===== config.mk =====
export PLATFORM = sky130hd
export DESIGN_NAME = gcd_lcm_unit
export DESIGN_NICKNAME = d
export VERILOG_FILES = /design/src/rtl/gcd_lcm_unit.sv
export SDC_FILE = /design/constraint.sdc
export NUM_CORES = 1
export LEC_CHECK = 0
export ABC_AREA = 1
export CORE_MARGIN = 2
export CORE_UTILIZATION = 55
export CTS_CLUSTER_DIAMETER = 200
export CTS_CLUSTER_SIZE = 14
export DETAILED_ROUTE_END_ITERATION = 8
export HOLD_SLACK_MARGIN = 0.08
export PLACE_DENSITY = 0.83
export REMOVE_ABC_BUFFERS = 1
export SLEW_MARGIN = 20
export SYNTH_ARGS = -nofsm -noshare
export SYNTH_HDL_FRONTEND = slang
export SYNTH_SLANG_ARGS = --single-unit

===== constraint.sdc =====
create_clock -name clk -period 10.4 [get_ports clk]
set_clock_uncertainty 0.2 [all_clocks]
set_input_delay 1.04 -clock clk [delete_from_list [all_inputs] [get_ports clk]]
set_output_delay 1.04 -clock clk [all_outputs]
set_load 0.005 [all_outputs]

===== src/rtl/gcd_lcm_unit.sv =====
// gcd_lcm_unit: multi-cycle GCD (binary/Stein) or LCM (GCD, restoring
// division, shift-add multiply) of two unsigned WIDTH-bit operands.
// Handshake: start is taken whenever the unit is not busy, including the
// DONE cycle, which allows back-to-back operations. result/err are
// registered and hold their value until the next completed operation.
module gcd_lcm_unit #(
    parameter int WIDTH = 16
) (
    input  logic                 clk,
    input  logic                 rst,
    input  logic                 start,
    input  logic                 mode,
    input  logic [WIDTH-1:0]     a,
    input  logic [WIDTH-1:0]     b,
    output logic                 busy,
    output logic                 done,
    output logic [2*WIDTH-1:0]   result,
    output logic                 err
);

    localparam int KW = $clog2(WIDTH) + 1;

    typedef enum logic [2:0] {
        S_IDLE,
        S_GCD,
        S_DIV,
        S_MUL,
        S_DONE
    } state_t;

    state_t                r_state;
    state_t                w_next;

    logic [WIDTH-1:0]      r_x;
    logic [WIDTH-1:0]      r_y;
    logic [WIDTH-1:0]      r_a;
    logic [WIDTH-1:0]      r_b;
    logic [WIDTH-1:0]      r_g;
    logic [WIDTH-1:0]      r_q;
    logic [WIDTH-1:0]      r_rem;
    logic [2*WIDTH-1:0]    r_acc;
    logic [KW-1:0]         r_k;
    logic [KW-1:0]         r_cnt;
    logic                  r_mode;

    logic                  w_accept;
    logic                  w_zero;
    logic                  w_eq;
    logic                  w_last;
    logic [WIDTH-1:0]      w_g;
    logic [WIDTH:0]        w_rem_sh;
    logic                  w_ge;
    logic [WIDTH-1:0]      w_rem_sub;
    logic [WIDTH-1:0]      w_rem_nxt;
    logic [2*WIDTH-1:0]    w_acc_nxt;

    // A start is taken in IDLE and in DONE; zero operands bypass iteration.
    assign w_accept  = start && ((r_state == S_IDLE) || (r_state == S_DONE));
    assign w_zero    = (a == '0) || (b == '0);
    assign w_eq      = (r_x == r_y);
    assign w_g       = r_x << r_k;
    assign w_last    = (r_cnt == KW'(WIDTH - 1));

    // Restoring division: dividend bits leave r_q at the MSB while quotient
    // bits enter at the LSB. The remainder stays below g, so WIDTH bits
    // suffice for the difference.
    assign w_rem_sh  = {r_rem, r_q[WIDTH-1]};
    assign w_ge      = (w_rem_sh >= {1'b0, r_g});
    assign w_rem_sub = w_rem_sh[WIDTH-1:0] - r_g;
    assign w_rem_nxt = w_ge ? w_rem_sub : w_rem_sh[WIDTH-1:0];

    // MSB-first shift-add product of the quotient and the latched B operand.
    assign w_acc_nxt = (r_acc << 1)
                     + (r_q[WIDTH-1] ? {{WIDTH{1'b0}}, r_b} : {2*WIDTH{1'b0}});

    // State register.
    always_ff @(posedge clk) begin
        if (rst) begin
            r_state <= S_IDLE;
        end else begin
            r_state <= w_next;
        end
    end

    // Next-state decode and handshake outputs.
    always_comb begin
        w_next = r_state;
        busy   = 1'b0;
        done   = 1'b0;
        case (r_state)
            S_IDLE: begin
                if (start) begin
                    w_next = w_zero ? S_DONE : S_GCD;
                end
            end
            S_GCD: begin
                busy = 1'b1;
                if (w_eq) begin
                    w_next = r_mode ? S_DIV : S_DONE;
                end
            end
            S_DIV: begin
                busy = 1'b1;
                if (w_last) begin
                    w_next = S_MUL;
                end
            end
            S_MUL: begin
                busy = 1'b1;
                if (w_last) begin
                    w_next = S_DONE;
                end
            end
            S_DONE: begin
                done = 1'b1;
                if (start) begin
                    w_next = w_zero ? S_DONE : S_GCD;
                end else begin
                    w_next = S_IDLE;
                end
            end
            default: begin
                w_next = S_IDLE;
            end
        endcase
    end

    // Result and error flag: written only on the edge that enters DONE.
    always_ff @(posedge clk) begin
        if (rst) begin
            result <= '0;
            err    <= 1'b0;
        end else if (w_accept && w_zero) begin
            result <= mode ? {2*WIDTH{1'b0}} : {{WIDTH{1'b0}}, a | b};
            err    <= !mode && (a == '0) && (b == '0);
        end else if ((r_state == S_GCD) && w_eq && !r_mode) begin
            result <= {{WIDTH{1'b0}}, w_g};
            err    <= 1'b0;
        end else if ((r_state == S_MUL) && w_last) begin
            result <= w_acc_nxt;
            err    <= 1'b0;
        end
    end

    // Iteration datapath: operand latch, Stein steps, division, multiply.
    always_ff @(posedge clk) begin
        if (w_accept) begin
            r_x    <= a;
            r_y    <= b;
            r_a    <= a;
            r_b    <= b;
            r_mode <= mode;
            r_k    <= '0;
        end else begin
            case (r_state)
                S_GCD: begin
                    if (w_eq) begin
                        r_g   <= w_g;
                        r_rem <= '0;
                        r_q   <= r_a;
                        r_cnt <= '0;
                    end else if (!r_x[0] && !r_y[0]) begin
                        r_x <= r_x >> 1;
                        r_y <= r_y >> 1;
                        r_k <= r_k + 1'b1;
                    end else if (!r_x[0]) begin
                        r_x <= r_x >> 1;
                    end else if (!r_y[0]) begin
                        r_y <= r_y >> 1;
                    end else if (r_x > r_y) begin
                        r_x <= (r_x - r_y) >> 1;
                    end else begin
                        r_y <= (r_y - r_x) >> 1;
                    end
                end
                S_DIV: begin
                    r_rem <= w_rem_nxt;
                    r_q   <= {r_q[WIDTH-2:0], w_ge};
                    if (w_last) begin
                        r_cnt <= '0;
                        r_acc <= '0;
                    end else begin
                        r_cnt <= r_cnt + 1'b1;
                    end
                end
                S_MUL: begin
                    r_acc <= w_acc_nxt;
                    r_q   <= r_q << 1;
                    r_cnt <= r_cnt + 1'b1;
                end
                default: begin
                end
            endcase
        end
    end

endmodule


# After elaboration in Yosys (flattened, before gate mapping)
# Index checks and enable logic that the tools add are counted.
[op_classes]
n_addsub = 6
multipliers = 0
div = 0
order_cmp = 2
eq_ne = 14
n_shift = 1
n_mux = 42
bitwise = 3
n_reduce_logical = 34
[ops]
columns = ["cell", "n"]
rows = [
  ["$mux 16", 19],
  ["$mux 32", 3],
  ["$pmux 31 s2", 1],
  ["$pmux 16 s3", 1],
  ["$sub 16x16->16", 3],
  ["$add 32x16->32", 1],
  ["$logic_not 16->1", 2],
  ["$pmux 16 s2", 1],
  ["$mux 31", 1],
  ["$mux 3", 7],
  ["$reduce_and 3->1", 6],
  ["$ge 17x16->1", 1],
  ["$eq 16x16->1", 1],
  ["$gt 16x16->1", 1],
  ["$or 16x16->16", 1],
  ["$shl 16x5->16", 1],
  ["$pmux 3 s5", 1],
  ["$pmux 5 s3", 1],
  ["$reduce_and 4->1", 3],
  ["$add 5x1->5 const B", 2],
  ["$mux 5", 2],
  ["$ne 2x2->1 const B", 5],
  ["$reduce_bool 3->1", 3],
  ["$logic_and 1x1->1", 8],
  ["other kinds (14)", 27],
]
[totals]
register_bits = 190
latch_bits = 0
mem_bits_rw = 0
mem_bits_ro = 0
out_inout_bits = 35
elab_cells = 118
memories = 0

# Depth between registers and ports, before layout
[logic_depth]
word_depth = 8
ltp_mapped = 18

# Worst setup path after synthesis
# No wires, ideal clock.
[synth_timing]
path_kind = "reg-to-reg"
from = "reg r_x[2]"
to = "reg r_cnt[0], enable pin"
setup_ns = 0.426
arrival_ns = 2.870
t_required_ns = 9.774
path_slack_ns = 6.904
stages_incl_launch_ff = 10
period_less_slack_ns = 3.496
path_cell_list = "edfxtp_1 -> inv_1 -> ha_1 -> clkbuf_2 -> nand2_2 -> nor3_1 -> nand2_2 -> nor2_8 -> nor2_4 -> nor3_1"
[synth_between]
elab_chain_cells = 3
[synth_rtl]
columns = ["item", "line", "text"]
rows = [
  ["start: declaration", "34", "logic [WIDTH-1:0] r_x;"],
  ["start signal: assignment", "163", "r_x <= r_x >> 1;"],
  ["start signal: assignment", "167", "r_x <= r_x >> 1;"],
  ["start signal: assignment", "171", "r_x <= (r_x - r_y) >> 1;"],
  ["$eq 16x16->1", "60", "assign w_eq = (r_x == r_y);"],
  ["$ne 2x2->1 (no source line)", "--", ""],
  ["$reduce_and 3->1 (no source line)", "--", ""],
  ["end signal: assignment", "183", "r_cnt <= r_cnt + 1'b1;"],
  ["end signal: assignment", "189", "r_cnt <= r_cnt + 1'b1;"],
  ["end: declaration", "43", "logic [KW-1:0] r_cnt;"],
]
# No other way between the ends.
# A chain may end at the register's enable or synchronous reset.

# Worst setup path after layout
[layout_timing]
from = "in start"
to = "reg r_x[8], data pin"
[layout_between]
elab_chain_cells = 2
[layout_rtl]
columns = ["item", "line", "text"]
rows = [
  ["start: declaration", "11", "input logic start,"],
  ["$logic_and 1x1->1", "58", "assign w_accept = start && ((r_state == S_IDLE) || (r_state == S_DONE));"],
  ["$mux 16", "147", "if (w_accept) begin"],
]
# No other way between the ends.

==> impl_metrics.ini <==
[run_status]
status = completed

[yosys]
synthFlopType = edfxtp_1
async_flop_share = 0
netlist_area_um2 = 13500
ys_seq_elements = 190
ys_top_cells_by_area = edfxtp_1 (33%), nand2_1 (15%), inv_1 (7.6%), nor2_1 (7.1%), ha_1 (6.2%)
synth_cell_types = 48
synth_largest_area_cell = edfxtp_1
yosysTopAreaCellShare = 0.333
yosys_warnings = 0
synth_edf_count = 149
synth_seq_area_share = 0.394
syn_avg_cell_area_um2 = 7.11
synth_cells = 1893

[setup_path]
reg2reg_to = r_acc[21]
crit_path_cell_trace = clkdlybuf4s50_1 > inv_1 > nor2_4 > buf_4 > inv_1 > buf_4 > o21ai_0 > a21oi_1 > nor2_1
max_stage_delay_ns = 0.61
worstPathArrival_ns = 3.42
reg2reg_from = r_q[15]
rrSetupSlack_ns = 7.17
path_delay_family = buffers and inverters
end_kind = flip-flop
path_class = input pin to flip-flop
critical_path_peak_fanout = 45
path_buf_inv = 5
r2r_cells = 15
startpoint_type = input pin
cp.required_ns = 10.41
crit_slowest_cell = inv_1

[global_route]
grt_start_max_net_pins = 46
grt_overflow = 0
antenna_found_initial = 0
grt_util_all_layers = 0.305
grt_pass1_wl_um = 61800
grt_pass1_vias = 11961

[clocking]
clk_latency_ns = 0.45
cts_buffers = 17
cts.sinks = 190
htreeDepth = 4
cts_hold_buffers = 0
clock_tree.buffer_depth = 2
cts_setup_buffers = 0
cts_root_buf = clkbuf_16
cts_tree = done
clk_pin_slew_worst_paths_ns = 0.08
post_cts_resized = 0

[floorplanning]
die_y_um = 160
pin_count = 71
core_um2 = 24200
die-area_um2 = 25700
start_util = 0.556
die_x_um = 160
row_count = 57

[place]
finalWeightedCongestion = 0.967
dp_hpwl_um = 30400
portBuffers = 70

[min_path]
hold_path.class = flip-flop to flip-flop
hp-start = result[19]
holdPathEnd = result[19]
min_path_cells = 2

[detailed_routing]
vias_per_cell = 5.53
drtPass1Iterations = 6
wl_per_cell_um = 17.1
initialDrtViolationCount = 1381
vias = 12574
drc = 0
drt-total-wl_um = 38800
ant_nets = 0

[timing]
slew_violations = 0
setup-violations-final = 0
fin_crit_ns = 3.41
relSlewSlack = 0.406
hold_ws_ns = 0.291
tns_ns = 0
min_period_over_period = 0.328
fmax_mhz = 293
hold_viol_final = 0
rsz0062_at_grt = false
worst_pin_slew_ns = 0.887

[power_and_ir_drop]
p_clk_frac = 0.149
leakage_nw = 7.01
p_switching_mw = 2.19
ir_drop_uv = 208
power.density_nw_per_um2 = 294
p_int_mw = 2.21
pwr-share-comb = 0.566
swShare = 0.498
seqPwrFrac = 0.285

[layout]
fin_nets = 2045
diodes = 0
area_growth_pct = 11.1
drive_gt1_frac = 0.0472
fillerInstances = 2132

[run]
max-cap-violations = 0
==> synth_stat cells, types with 4 or more instances <==
| master | count |
|---|---|
| fa_1 | 4 |
| a21oi_1 | 109 |
| nor2_2 | 6 |
| buf_2 | 18 |
| o21ai_1 | 17 |
| nor3_1 | 17 |
| clkbuf_1 | 20 |
| inv_1 | 272 |
| clkbuf_2 | 4 |
| ha_1 | 67 |
| o21ai_0 | 75 |
| inv_2 | 8 |
| nand2_4 | 5 |
| buf_6 | 5 |
| nor2_1 | 254 |
| nand3b_1 | 19 |
| xor2_1 | 26 |
| nand2_2 | 11 |
| buf_1 | 4 |
| or2_2 | 6 |
| nand2_1 | 539 |
| edfxtp_1 | 149 |
| dfxtp_1 | 41 |
| xnor2_1 | 7 |
| nand3_1 | 142 |
| and2_1 | 6 |
| nand4_1 | 26 |
==> tightest hold or removal path, delay by kind of cell (launching register included) <==
kind            cells  cell delay (ns)
compound gates      1             0.06
simple gates        1             0.07
flops               1             0.32
==> per-layer routing <==
layer  up-vias  share of wire  global-route usage
met2       595           0.45               0.488
li1       6150              -                   -
met4         0          0.037               0.120
met1      5733           0.42               0.416
met5         -              0                   0
met3        96          0.090              0.0527
==> kinds of logic (layout without fill, tap and decap cells) <==
group | after synthesis | count (layout) | share of synthesized area
flops | 190 | 190 | 0.394
compound gates | 215 | 215 | 0.0825
xor+xnor | 33 | 33 | 0.0215
buf+inv | 337 | 395 | 0.0996
fa+ha+maj | 71 | 71 | 0.0683
simple gates | 1047 | 1047 | 0.334
==> power by group through the flow <==
stage	logic (mW)	registers, mW	clock network (mW)
after floorplan	1.77	1.22	0
after global placement	2.38	1.25	0
after detailed placement	2.42	1.26	0
after CTS	2.44	1.25	0.652
after global routing	2.78	1.27	0.682
final	2.49	1.25	0.653
==> registers in the layout, indices dropped and copies added, names as in the netlist <==
register  flops
r_a          16
r_k           5
r_mode        1
r_state       3
r_b          16
result       32
r_acc        31
r_rem        16
r_y          16
r_cnt         5
err           1
r_x          16
r_g          16
r_q          16
==> worst max-delay path by stage <==
stage / start / to / slack (ns) / depth (start not counted)
2_1_floorplan: start / r_x[0] / 6.39 / 5
3_3_place_gp: start / r_x[6] / 6.72 / 9
3_5_place_dp: start / r_x[8] / 6.59 / 9
4_1_cts: start / r_x[8] / 7.05 / 9
5_1_grt: start / r_x[8] / 6.87 / 9
6_report: start / r_x[8] / 6.99 / 9
==> cell usage in the layout, fill, tap and decap left out, types with 3 or more instances in the layout <==
cell	Yosys	layout
nor2_4	3	4
or2_2	6	6
nand3_2	3	3
buf_4	2	9
fa_1	4	4
and2_1	6	6
xor2_1	26	26
nor3_1	17	16
nor2_2	6	5
nand4_1	26	26
nor2_1	254	254
inv_8	0	6
ha_1	67	67
dfxtp_1	41	41
nand3b_1	19	19
a21oi_1	109	108
nand2_1	539	539
o21ai_0	75	75
clkbuf_16	0	17
o21bai_1	3	3
o21ai_1	17	17
clkinv_1	2	3
edfxtp_1	149	149
nand2_2	11	11
nand3_1	142	142
inv_2	8	8
nand2_4	5	5
xnor2_1	7	7
inv_1	272	272
clkdlybuf4s50_1	0	70
==> per-stage QoR <==
stage                util  total power, mW  std cells  instance area [um^2]  worst slack (ns)
detailed placement  0.594             3.68       2243                 14400              6.59
floorplan               -             2.98       1840                 13200              6.39
finish              0.618             4.39       2275                 14900              6.99
global placement    0.594             3.64       2243                 14400              6.72
CTS                 0.618             4.34       2275                 14900              7.05
global route        0.618             4.73       2275                 14900              6.87
==> area by class of cell <==
class                   count  area [um^2]  area share
repair buffers             79          768      0.0514
clock inverters            14          145     0.00971
well taps                 324          405      0.0271
flip-flops and latches    190         5300       0.354
multi-input cells        1366         6840       0.457
inverters                 284         1070      0.0715
clock buffers              18          429      0.0287
Power figures use the tool's default switching activity.
